<file path="config.mk">
export PLATFORM = sky130hd
export DESIGN_NAME = pipe_window_acc
export DESIGN_NICKNAME = d
export VERILOG_FILES = /design/src/rtl/pipe_pkg.sv /design/src/rtl/pipe_sat_add.sv /design/src/rtl/pipe_window_acc.sv
export SDC_FILE = /design/constraint.sdc
export NUM_CORES = 1
export LEC_CHECK = 0
export ABC_CLOCK_PERIOD_IN_PS = 4100
export CORE_ASPECT_RATIO = 2
export CORE_MARGIN = 2
export CORE_UTILIZATION = 56
export CTS_CLUSTER_DIAMETER = 200
export DETAILED_ROUTE_END_ITERATION = 10
export PLACE_DENSITY = 0.93
export SLEW_MARGIN = 25
export SYNTH_ARGS = -nofsm -noshare
export SYNTH_HDL_FRONTEND = slang
export SYNTH_HIERARCHICAL = 1
export SYNTH_SLANG_ARGS = --single-unit
</file>
<file path="constraint.sdc">
create_clock -name clk -period 4.1 [get_ports clk]
set_input_delay 0.82 -clock clk [delete_from_list [all_inputs] [get_ports clk]]
set_output_delay 0.82 -clock clk [all_outputs]
set_load 0.01 [all_outputs]
</file>
<file path="src/rtl/pipe_pkg.sv">
// Shared types and default widths for the multiply/add pipeline's downstream blocks.
package pipe_pkg;

    typedef enum logic [1:0] {
        IDLE  = 2'd0,
        ACCUM = 2'd1,
        HOLD  = 2'd2
    } acc_state_t;

    localparam int PIPE_DW = 16;
    localparam int PIPE_OW = 20;
    localparam int CNT_W   = 8;

endpackage

</file>
<file path="src/rtl/pipe_sat_add.sv">
// OW-bit unsigned adder with carry-out; clamps to all-ones when ACC_SAT_EN is defined.
module pipe_sat_add #(
    parameter int OW = 20
) (
    input  logic [OW-1:0] i_a,
    input  logic [OW-1:0] i_b,
    output logic [OW-1:0] o_sum,
    output logic          o_ovf
);

    logic [OW:0] w_full;

    assign w_full = {1'b0, i_a} + {1'b0, i_b};
    assign o_ovf  = w_full[OW];

`ifdef ACC_SAT_EN
    assign o_sum = w_full[OW] ? {OW{1'b1}} : w_full[OW-1:0];
`else
    assign o_sum = w_full[OW-1:0];
`endif

endmodule

</file>
<file path="src/rtl/pipe_window_acc.sv">
// Sums each window of WIN accepted samples and hands the total out through one holding register.
// Optional sticky overflow flag and clamping add are enabled by defining ACC_SAT_EN.
module pipe_window_acc
    import pipe_pkg::*;
#(
    parameter int DW  = PIPE_DW,
    parameter int WIN = 4,
    parameter int OW  = PIPE_OW
) (
    input  logic          clk,
    input  logic          rst,
    input  logic          clear,
    input  logic          in_valid,
    input  logic [DW-1:0] in_data,
    output logic          in_ready,
    output logic          out_valid,
    output logic [OW-1:0] out_data,
    input  logic          out_ready
`ifdef ACC_SAT_EN
    ,
    output logic          sat
`endif
);

    acc_state_t       r_state, w_nxt_state;
    logic [OW-1:0]    r_acc, w_nxt_acc;
    logic [OW-1:0]    r_out_data, w_nxt_out_data;
    logic [CNT_W-1:0] r_cnt, w_nxt_cnt;
    logic             r_out_valid, w_nxt_out_valid;
    logic             r_run;

    logic             w_in_ready;
    logic             w_accept;
    logic             w_deliver;
    logic             w_start;
    logic             w_close;
    logic [CNT_W-1:0] w_cnt_inc;
    logic [OW-1:0]    w_add_a;
    logic [OW-1:0]    w_add_b;
    logic [OW-1:0]    w_sum;
    logic             w_sat_ovf;

    // r_run keeps in_ready low until the first edge after reset is released.
    assign w_in_ready = r_run & ~clear & ((r_state != HOLD) | out_ready);
    assign w_accept   = in_valid & w_in_ready;
    assign w_deliver  = r_out_valid & out_ready;
    assign w_start    = (r_state != ACCUM);
    assign w_add_a    = w_start ? '0 : r_acc;
    assign w_add_b    = OW'(in_data);
    assign w_cnt_inc  = w_start ? CNT_W'(1) : r_cnt + CNT_W'(1);
    assign w_close    = (w_cnt_inc == CNT_W'(WIN));

    pipe_sat_add #(
        .OW(OW)
    ) u_add (
        .i_a   (w_add_a),
        .i_b   (w_add_b),
        .o_sum (w_sum),
        .o_ovf (w_sat_ovf)
    );

    always_comb begin
        w_nxt_state     = r_state;
        w_nxt_acc       = r_acc;
        w_nxt_cnt       = r_cnt;
        w_nxt_out_data  = r_out_data;
        w_nxt_out_valid = r_out_valid;
        if (clear) begin
            w_nxt_state     = IDLE;
            w_nxt_acc       = '0;
            w_nxt_cnt       = '0;
            w_nxt_out_valid = 1'b0;
        end else begin
            case (r_state)
                HOLD: begin
                    if (w_deliver) begin
                        w_nxt_state     = IDLE;
                        w_nxt_out_valid = 1'b0;
                    end
                end
                IDLE, ACCUM: ;
                default: w_nxt_state = IDLE;
            endcase
            // In HOLD an accept implies a deliver, so a new window may open here.
            if (w_accept) begin
                if (w_close) begin
                    w_nxt_state     = HOLD;
                    w_nxt_out_data  = w_sum;
                    w_nxt_out_valid = 1'b1;
                    w_nxt_acc       = '0;
                    w_nxt_cnt       = '0;
                end else begin
                    w_nxt_state = ACCUM;
                    w_nxt_acc   = w_sum;
                    w_nxt_cnt   = w_cnt_inc;
                end
            end
        end
    end

    always_ff @(posedge clk or negedge rst) begin
        if (!rst) begin
            r_state     <= IDLE;
            r_acc       <= '0;
            r_cnt       <= '0;
            r_out_data  <= '0;
            r_out_valid <= 1'b0;
            r_run       <= 1'b0;
        end else begin
            r_state     <= w_nxt_state;
            r_acc       <= w_nxt_acc;
            r_cnt       <= w_nxt_cnt;
            r_out_data  <= w_nxt_out_data;
            r_out_valid <= w_nxt_out_valid;
            r_run       <= 1'b1;
        end
    end

`ifdef ACC_SAT_EN
    logic r_sat;

    always_ff @(posedge clk or negedge rst) begin
        if (!rst) begin
            r_sat <= 1'b0;
        end else if (w_accept && w_sat_ovf) begin
            r_sat <= 1'b1;
        end
    end

    assign sat = r_sat;
`else
    logic w_unused;
    assign w_unused = w_sat_ovf;
`endif

    assign in_ready  = w_in_ready;
    assign out_valid = r_out_valid;
    assign out_data  = r_out_data;

endmodule

</file>
# After elaboration in Yosys (flattened, before gate mapping)
# Cells that the tools add are included.
# classes
n_addsub,2
eq_ne,7
muxes,18
n_bitwise,6
n_reduce_logical,5
# op_table
op,n
two-way mux 20 bit,4
two-way mux 8 bit,4
adder 20 x 16 -> 20 bit,1
adder 8 x 1 -> 8 bit (second input constant),1
== test 8 x 3 -> 1 bit (second input constant),1
two-way mux 2 bit,4
two-way mux 1 bit,5
bitwise AND 1 bit,4
inequality test 4 bit (second input constant),1
case mux 2 bit (2 select lines),1
inequality test 3 bit (second input constant),1
AND reduction 3 bit,1
== test 2 x 1 -> 1 bit (second input constant),1
== test 2 bit (second input constant),1
logical NOT 2 bit,1
inequality test 2 x 1 -> 1 bit (second input constant),1
inequality test 2 bit (second input constant),1
AND reduction 2 bit,1
nonzero test 2 bit,1
OR reduction 2 bit,1
inverter 1 bit,1
OR 1 bit,1
# word_totals
reg_bits,52
out_inout_bits,22

# Logic depth before layout (Yosys ltp)
# logic_depth
ltp_word,6
mapped_depth,11

# Cells and area by module
# The synthesis kept the hierarchy.
# modules_own_cells
module,instances,cells_per_inst,area_per_inst_um2,seq_area_each_um2
pipe_window_acc,1,179,2323.5,1301.2
pipe_sat_add,1,143,1042.2,0.0

# Worst setup path before layout
# Ideal clock, no wire load.
# synth_path
path_kind,reg-to-reg
start,register r_state[1]
end,register r_out_data[18] (netlist: out_data[18])
setup_ps,125
arrival_time_ps,2769
required_ps,3975
setup_slack_ps,1206
stages_incl_launch_ff,12
synth_period_minus_slack_ps,2894
path_cell_list,dfrtp_1 -> and2b_1 -> clkbuf_1 -> and2_1 -> ha_1 -> fa_1 -> a211oi_1 -> o21a_1 -> a221o_1 -> o21a_1 -> o311a_1 -> mux2_4
# synth_between
elab_cells_between_ends,10
# synth_lines
item,line,text
start: declaration,pipe_window_acc.sv:25,"acc_state_t r_state, w_nxt_state;"
start signal: assignment,pipe_window_acc.sv:110,r_state <= w_nxt_state;
inequality test 2 x 1 -> 1 bit,pipe_window_acc.sv:47,assign w_start = (r_state != ACCUM);
two-way mux 20 bit,pipe_window_acc.sv:48,assign w_add_a = w_start ? '0 : r_acc;
via w_add_a[0],pipe_window_acc.sv:38,logic [OW-1:0] w_add_a;
adder 20 x 16 -> 20 bit,pipe_sat_add.sv:13,"assign w_full = {1'b0, i_a} + {1'b0, i_b};"
via w_sum[18],pipe_window_acc.sv:40,logic [OW-1:0] w_sum;
end signal: assignment,pipe_window_acc.sv:113,r_out_data <= w_nxt_out_data;
end: declaration,pipe_window_acc.sv:27,"logic [OW-1:0] r_out_data, w_nxt_out_data;"
# The timed path passes the listed nets, and every way through them passes these cells.
# A chain may end at the register's enable or synchronous reset.

# Worst setup path after layout
# layout_path
start,register r_state[0]
end,register r_out_data[17] (netlist: out_data[17])
# Same word-level chain as after synthesis.

==> results.py <==
metrics = {
    "drt": {
        "drt-total-wl_mm": 8.53,
        "wl_met2_mm": 4.54,
        "m1WireLength_mm": 3.10,
        "ant_nets": 0,
        "drc_errors": 2,
        "drtIter0Drc": 199,
        "met3_wirelength_um": 365,
        "avgViaCountPerCell": 6.69,
        "vias": 2830,
        "firstDrtPassIters": 8,
        "post_drt_wl_per_cell_um": 20.2,
        "top_layer": "met4",
    },
    "clocking": {
        "cts_setup_buffers": 0,
        "clkTransAtPathRegs_ns": 0.07,
        "cts.sinks": 52,
        "clk_latency_ns": 0.30,
        "cts_tree": "yes",
        "cts_hold_buf": 0,
        "cts_max_path_buffers": 2,
        "h-tree-depth": 2,
        "cts-resized-gates": 0,
        "cts_buffers": 5,
        "cts-root-buf": "clkbuf_16",
    },
    "sta": {
        "fin_worst_skew_ns": 0.00557,
        "period_needed_ns": 3.34,
        "rsz0062_at_grt": "no",
        "worst_pin_slew_ns": 0.749,
        "finalSetupViolCount": 0,
        "slew_headroom_pct": 50.1,
        "fin_setup_tns_ns": 0,
        "finalCritPeriodShare_pct": 81.5,
        "slew_violations": 0,
        "clock.fmax_mhz": 299,
        "hold_viol_final": 0,
    },
    "floorplan": {
        "start_util_pct": 58.0,
        "die_x_um": 58.6,
        "io_pins": 43,
        "die_h_um": 113,
        "rows": 39,
        "die_area_um2": 6630,
        "core_um2": 5760,
    },
    "power_and_ir_drop": {
        "p_switching_uw": 287,
        "pwr-share-seq_pct": 47.8,
        "internal-power_uw": 828,
        "p_comb_share_pct": 12.7,
        "clockPowerShare_pct": 39.5,
        "p_leak_uw": 0.00195,
        "p_sw_share_pct": 25.7,
        "peakVddDrop_uv": 238,
        "p_per_area_nw_per_um2": 283,
    },
    "critical_path": {
        "startpoint_type": "flop",
        "crit_chain": "and2b_1 -> buf_4 -> and2_1 -> ha_1 -> nand4_1 -> a21oi_1 -> o21ai_0 -> o311ai_0 -> xor2_1 -> mux2_4",
        "crit_path_top_delay_cell": "dfrtp_1",
        "cp.required_ns": 4.34,
        "critPathMaxFanout": 16,
        "arrival_ns": 3.58,
        "r2r_cells": 10,
        "path_class": "reg2reg",
        "r2r_start": "r_state[0]$_DFFE_PN0P_",
        "r2r_end": "out_data[17]$_DFFE_PN0P_",
        "rrSetupSlack_ns": 0.76,
        "cpPeakStageDelay_ns": 0.43,
        "critPathCaptureType": "flop",
    },
    "final_layout": {
        "nFillCells": 437,
        "area_growth_pct": 18.1,
        "final_cell_mix": "52 x dfrtp_1, 41 x clkdlybuf4s50_1, 24 x a21oi_1",
        "final_common_cell": "dfrtp_1",
        "drive_gt1_share_pct": 12.4,
        "diodes": 0,
        "utilization_pct": 68.5,
        "nets": 404,
    },
    "logic_synthesis": {
        "syn_area_per_cell_um2": 10.5,
        "yosys_warnings": 6,
        "syn-instance-count": 317,
        "synthesis.area_um2": 3340,
    },
    "placed_design": {
        "dp.final_hpwl_mm": 6.16,
        "port_buffers": 42,
        "gp_congestion": 1.01,
    },
    "global_routing": {
        "grt-ovfl-total": 0,
        "grt_max_degree": 33,
        "track_usage_pct": 27.4,
        "antenna_found_initial": 0,
        "grt_pass1_wl_mm": 13.9,
        "grt_pass1_vias": 2943,
    },
    "run_status": {
        "status": "finished with violations",
        "violations": "design-rule violations",
    },
    "hold_path": {
        "hold_depth": 1,
        "hold_end": "r_acc[1]$_DFFE_PN0P_",
        "holdCritStartpoint": "r_acc[1]$_DFFE_PN0P_",
        "hp-class": "reg2reg",
    },
    "flow_run": {
        "cap_violations": 0,
    },
}
==> power by group through the flow <==
| stage | combinational (uW) | clock, uW | sequential (uW) |
|---|---|---|---|
| 2_1_floorplan | 82.7 | 0 | 540 |
| 3_3_place_gp | 133 | 0 | 541 |
| 3_5_place_dp | 139 | 0 | 542 |
| 4_1_cts | 140 | 445 | 532 |
| 5_1_grt | 154 | 465 | 534 |
| 6_report | 142 | 440 | 533 |
==> final cells by class <==
class                   instances  area (um^2)  area share (%)
inverters                       9         33.8           0.857
well taps                      61         76.3            1.94
clock inverters                 2         13.8           0.349
clock buffers                   6          139            3.52
repair buffers                 47          453            11.5
multi-input cells             246         1930            48.8
flip-flops and latches         52         1300            33.0
==> state kept, by name, indices dropped and copies added (netlist names) <==
signal and cells:
r_run 1, r_state 2, r_cnt 8, out_valid 1
r_acc 20, out_data 20
==> critical path: cells and delay by family, from the launching register on <==
kind | cells | cell delay, ns
flops | 1 | 0.43
buf+inv | 1 | 0.26
fa+ha+maj | 1 | 0.43
simple gates | 3 | 0.67
mux | 1 | 0.22
compound gates | 3 | 0.86
xor+xnor | 1 | 0.40
==> metal layers <==
layer / vias to the layer above / track usage, %
li1: 1264 / -
met1: 1404 / 29.8
met2: 121 / 46.4
met3: 41 / 4.34
met4: 0 / 19.4
met5: - / 0
==> how the worst max path moves through the flow <==
| stage | from | end | slack, ns | depth (start not counted) |
|---|---|---|---|---|
| floorplan | r_state[1]$_DFFE_PN0P_ | out_data[18]$_DFFE_PN0P_ | 1.21 | 11 |
| global placement | in_data[0] | out_data[18]$_DFFE_PN0P_ | 0.72 | 9 |
| detailed placement | in_data[0] | out_data[18]$_DFFE_PN0P_ | 0.69 | 9 |
| CTS | r_state[0]$_DFFE_PN0P_ | out_data[18]$_DFFE_PN0P_ | 0.82 | 10 |
| global route | r_state[0]$_DFFE_PN0P_ | out_data[17]$_DFFE_PN0P_ | 0.60 | 10 |
| finish | r_state[0]$_DFFE_PN0P_ | out_data[17]$_DFFE_PN0P_ | 0.76 | 10 |
==> through the flow <==
| stage | power (uW) | setup WS, ns | std cells | hold slack (ns) | area, um^2 |
|---|---|---|---|---|---|
| floorplan | 623 | 1.21 | 320 | 0.465 | 3350 |
| global placement | 674 | 0.718 | 415 | 0.480 | 3790 |
| detailed placement | 681 | 0.689 | 415 | 0.486 | 3790 |
| CTS | 1120 | 0.820 | 423 | 0.504 | 3940 |
| global route | 1150 | 0.602 | 423 | 0.511 | 3940 |
| finish | 1110 | 0.757 | 423 | 0.505 | 3940 |
Power figures use the tool's default switching activity.
==> variant 1 (config.mk and constraints unchanged) <==
Build with the macro `ACC_SAT_EN` defined.
--- a/src/rtl/pipe_sat_add.sv
+++ b/src/rtl/pipe_sat_add.sv
@@ -1,3 +1,5 @@
 // OW-bit unsigned adder with carry-out; clamps to all-ones when ACC_SAT_EN is defined.
+`define ACC_SAT_EN
+
 module pipe_sat_add #(
     parameter int OW = 20
Formal check against the unedited RTL (old outputs only; new: sat): no difference found for any inputs over 4 cycles, from zero or initial values and one cycle with rst low; that may be too few to reach the edited logic, so the function may still have changed.
==> variant 1 against the original RTL <==
  * Critical path depth is 2 higher
  * Power is 0.72% higher
  * Setup slack worse by 0.31 ns
  * Critical endpoint is now out_data[15]
  * Sequential cell count is 1 higher
  * Wire length is 6.2% lower
  * Register-to-register slack worse by 0.20 ns
  * Area after synthesis is 0.64% higher
  * Maximum frequency is 8.6% lower
  * Design area is 0.73% higher
  * Sequential power is 2% higher
  * The flow still finishes with violations (DRC)
  * First-iteration DRC count is 57% lower
  * Largest cell class unchanged
==> variant 1: results (changes against the original RTL) <==
- The run finished, with violations left.
- The final reports fail on DRC.
- For hold timing, the worst endpoint is sat.
- The number of vias per cell was 6.252 (-6.5%).
- The reported clock group power came to 417 uW (-5.2%).
- The ratio of cells with drive above 1 in the final layout is 0.1266 (+0.002340).
- The startpoint of the worst hold path is sat.
- The number of standard cells after synthesis is 333 (+5.0%).
- The number of filler instances in the final layout is 419 (-4.1%).
- The clock latency at the later pin of the worst-skew pair is 0.30 ns (about the same).
- The first-pass GRT wire length came to 12,970 um (-6.5%).
- The count of nets after finishing came to 421 (+4.2%).
- The internal power summed over all cells came to 828.9 uW (+0.12%).
- The arrival time of the worst setup path was 3.84 ns (+0.26 ns).
- The overall track demand over capacity in global routing is 0.2534 (-0.02027).
- The first-pass detailed-route iteration total is 7 (-1).
- The post-route non-filler standard cell count is 440 (+4.0%).
- The maximum clock frequency is 0.2735 GHz (-8.6%).
- The number of DRC markers after the initial detailed-route iteration came to 85 (-57%).
- The instance count after placement with tap cells included is 432 (+4.1%).
- The count of input and output buffers is 43 (+2.4%).
- The leakage power was 0.001889 uW (-3.3%).
- The maximum fanout along the worst path came to 9 (-7).
- The pre-CTS worst setup slack was 0.2024 ns (-0.4867 ns).
- The sum of routed wire length over all layers is 7996 um (-6.2%).
- The worst reg2reg path endpoint is out_data[15].
- The total sequential power is 546 uW (+2%).
- The worst register-to-register path begins at r_state[0].
- The start point of the critical path is in_data[0].
- The final estimated routing congestion in global placement came to 0.9190 (-9.0%).
- The estimated wirelength of the detail-placed design came to 5742 um (-6.8%).
- The normalized max-slew margin is 0.5315 (+0.03091).
- The worst ir drop on vdd was 0.3474 mV (+46%).
- The post-detailed-route DRC marker count is 1 (-1).
- The via count of the first global-routing pass is 2,784 (-5.4%).
- The final clock skew was 0.008379 ns (+0.002809 ns).
- The largest net degree at the start of global routing was 54 (+64%).
- The depth of the worst register-to-register path came to 13 (+3).
- The reg2reg setup slack came to 0.56 ns (-0.20 ns).
[variant 1: final cells by class]
type	instances	area (um2)	share of cell area
clock inverter	3	17.52	0.004411
tap	61	76.32	0.01922
inverter	3	11.26	0.002836
timing repair buffer	49	470.5	0.1185
clock buffer	5	125.1	0.03151
multi-input combinational	266	1944	0.4896
sequential	53	1326	0.3340
[variant 1: cell families after synthesis]
logic type,Yosys count,synth area share
xor gates and xnor gates,19,0.04955
buffers and inverters,17,0.02943
muxes,23,0.07601
DFF,53,0.3949
and+or+nand+nor,108,0.1673
adders and majority gates,22,0.08420
AOI/OAI and AO/OA,89,0.1964
other,2,0.002236
[variant 1: metal layers]
metal,GRT usage,part of all wire,vias to the layer above
li1,-,-,1293
met1,0.2818,0.38,1356
met2,0.4430,0.55,78
met3,0.05102,0.039,24
met4,0.1242,0.035,0
met5,0,0,-
[variant 1: per-stage QoR]
stage / total power, uW / hold slack (ns) / area, um2
floorplan: 650.3 / 0.4643 / 3369
global placement: 706.6 / 0.4668 / 3829
detailed placement: 712.1 / 0.4578 / 3829
CTS: 1130 / 0.4776 / 3971
global route: 1164 / 0.4861 / 3971
finish: 1123 / 0.4761 / 3971
[variant 1: critical path: stages]
cell and delay, ns:
sky130_fd_sc_hd__clkdlybuf4s50_1 0.41, sky130_fd_sc_hd__ha_1 0.21, sky130_fd_sc_hd__fa_1 0.42, sky130_fd_sc_hd__a21o_1 0.23
sky130_fd_sc_hd__a311o_1 0.37, sky130_fd_sc_hd__a21oi_1 0.13, sky130_fd_sc_hd__a21oi_1 0.08, sky130_fd_sc_hd__a21oi_2 0.19
sky130_fd_sc_hd__o21a_1 0.38, sky130_fd_sc_hd__buf_4 0.24, sky130_fd_sc_hd__nand2_1 0.09, sky130_fd_sc_hd__mux2_2 0.28
==> variant 2 (config.mk and constraints unchanged) <==
Made on the original files. Encoding of `acc_state_t`: now one-hot (3 bits for 3 states).
--- a/src/rtl/pipe_pkg.sv
+++ b/src/rtl/pipe_pkg.sv
@@ -2,8 +2,8 @@
 package pipe_pkg;
 
-    typedef enum logic [1:0] {
-        IDLE  = 2'd0,
-        ACCUM = 2'd1,
-        HOLD  = 2'd2
+    typedef enum logic [2:0] {
+        IDLE  = 3'b001,
+        ACCUM = 3'b010,
+        HOLD  = 3'b100
     } acc_state_t;
 
Check against the original RTL: same outputs for any inputs over 4 cycles, from zero or initial values and one cycle with rst low; so few cycles prove little.
==> variant 2 against the original RTL <==
  * Sequential cell count increased by 1
  * Hold slack improved by 0.0059 ns
  * Design area grew 6.5%
  * Setup slack worse by 0.26 ns
  * Wire length grew 2.9%
  * Combinational power down 14%
  * Area after synthesis increased by 7.8%
  * Power shrank 2.7%
  * Critical path type unchanged
  * Highest routed layer unchanged
==> variant 2: results (changes against the original RTL) <==
- The flow ran to the end, and the final reports show no timing, DRC or antenna violations.
- The final estimated routing congestion in global placement is 0.9530 (-5.6%).
- The clock transition at the registers of the reported paths is 0.07 ns (about the same).
- The depth of the worst hold-timing path came to 1 (unchanged).
- The largest net degree at the start of global routing is 46 (+39%).
- The leakage power is 0.001880 uW (-3.8%).
- The number of filler instances in the final layout is 492 (+13%).
- The count of H-tree levels built during CTS is 2 (unchanged).
- The ratio of cells with drive above 1 in the final layout was 0.1114 (-0.01293).
- The first-pass GRT wire length is 14,280 um (+2.9%).
- The count of input and output buffers is 42 (unchanged).
- The number of buffers inserted to repair setup after CTS was 0 (unchanged).
- The antenna diode count came to 0 (unchanged).
- The overall track demand over capacity in global routing is 0.2611 (-0.01259).
- The actual transition at the worst max-transition pin was 0.8266 ns (+0.07745 ns).
- The via count of the first global-routing pass is 3,204 (+8.9%).
- The worst-case clock buffer depth is 2 (unchanged).
- The count of nets after finishing is 464 (+15%).
- The average wire per cell in the routed design came to 17.27 um (-14%).
- The maximum fanout along the worst path is 17 (+1).
- The arrival time of the worst setup path is 3.78 ns (+0.20 ns).
- The clock latency at the later pin of the worst-skew pair came to 0.30 ns (about the same).
- The first-pass detailed-route iteration total is 4 (-4).
- The maximum single-stage delay on the critical path is 0.58 ns (+0.15 ns).
- The total placed instance area was 0.004056 mm2 (+7.0%).
- The final clock skew is 0.004673 ns (-0.0008975 ns).
- The worst ir drop on vdd is 0.2227 mV (-6.6%).
- The CTS buffer count is 5 (unchanged).
- The number of vias per cell is 6.004 (-10%).
- The number of DRC markers after the initial detailed-route iteration is 151 (-24%).
- The estimated wirelength of the detail-placed design is 6276 um (+1.9%).
- The number of antenna violations at the first check in global routing came to 0 (unchanged).
- The slowest stage of the critical path belongs to the cell sky130_fd_sc_hd__dfstp_2.
- The number of standard cells after synthesis is 384 (+21%).
- The instance count after placement with tap cells included is 500 (+20%).
- The number of warnings reported in the yosys synthesis log is 6 (unchanged).
- The worst hold path belongs to the class register to register.
- The sum of routed wire length over all layers is 8775 um (+2.9%).
==> variant 2: final timing paths <==
check	from	to	slack (ns)
max	r_state[0]	out_data[17]	0.50
min	out_data[1]	out_data[1]	0.51
max reg2reg	r_state[0]	out_data[17]	0.50
min reg2reg	out_data[1]	out_data[1]	0.51
max in group asynchronous	rst	r_state[0]	2.66
min in group asynchronous	rst	out_valid	0.61
==> variant 2: metal layers <==
layer  up-vias  global-route usage  wire, um
li1       1448                   -         -
met1      1489              0.2870      3264
met2        86              0.4590      4876
met3        27             0.02867       289
met4         0              0.1413       345
met5         -                   0         0
==> variant 2: cell type report <==
class | instances | area, um2 | area share
Clock buffer | 6 | 128.9 | 0.03069
Tap cell | 86 | 107.6 | 0.02563
Timing Repair Buffer | 47 | 452.9 | 0.1079
Inverter | 31 | 116.4 | 0.02771
Multi-Input combinational cell | 283 | 2052 | 0.4887
Sequential cell | 53 | 1328 | 0.3161
Clock inverter | 2 | 13.76 | 0.003278
==> variant 2: report_power, final <==
part | switching, uW | internal (uW)
sequential | 5.92 | 535
clock | 193 | 228
combinational | 73.2 | 48.8
total | 272 | 812
==> variant 2: through the flow <==
| stage | worst slack [ns] | total power (uW) | utilization |
|---|---|---|---|
| 2_1_floorplan | 0.9740 | 619.9 | - |
| 3_3_place_gp | 0.7382 | 665.9 | 0.6481 |
| 3_5_place_dp | 0.6220 | 670.5 | 0.6481 |
| 4_1_cts | 0.5848 | 1088 | 0.6709 |
| 5_1_grt | 0.3054 | 1123 | 0.6709 |
| 6_report | 0.5010 | 1084 | 0.6709 |
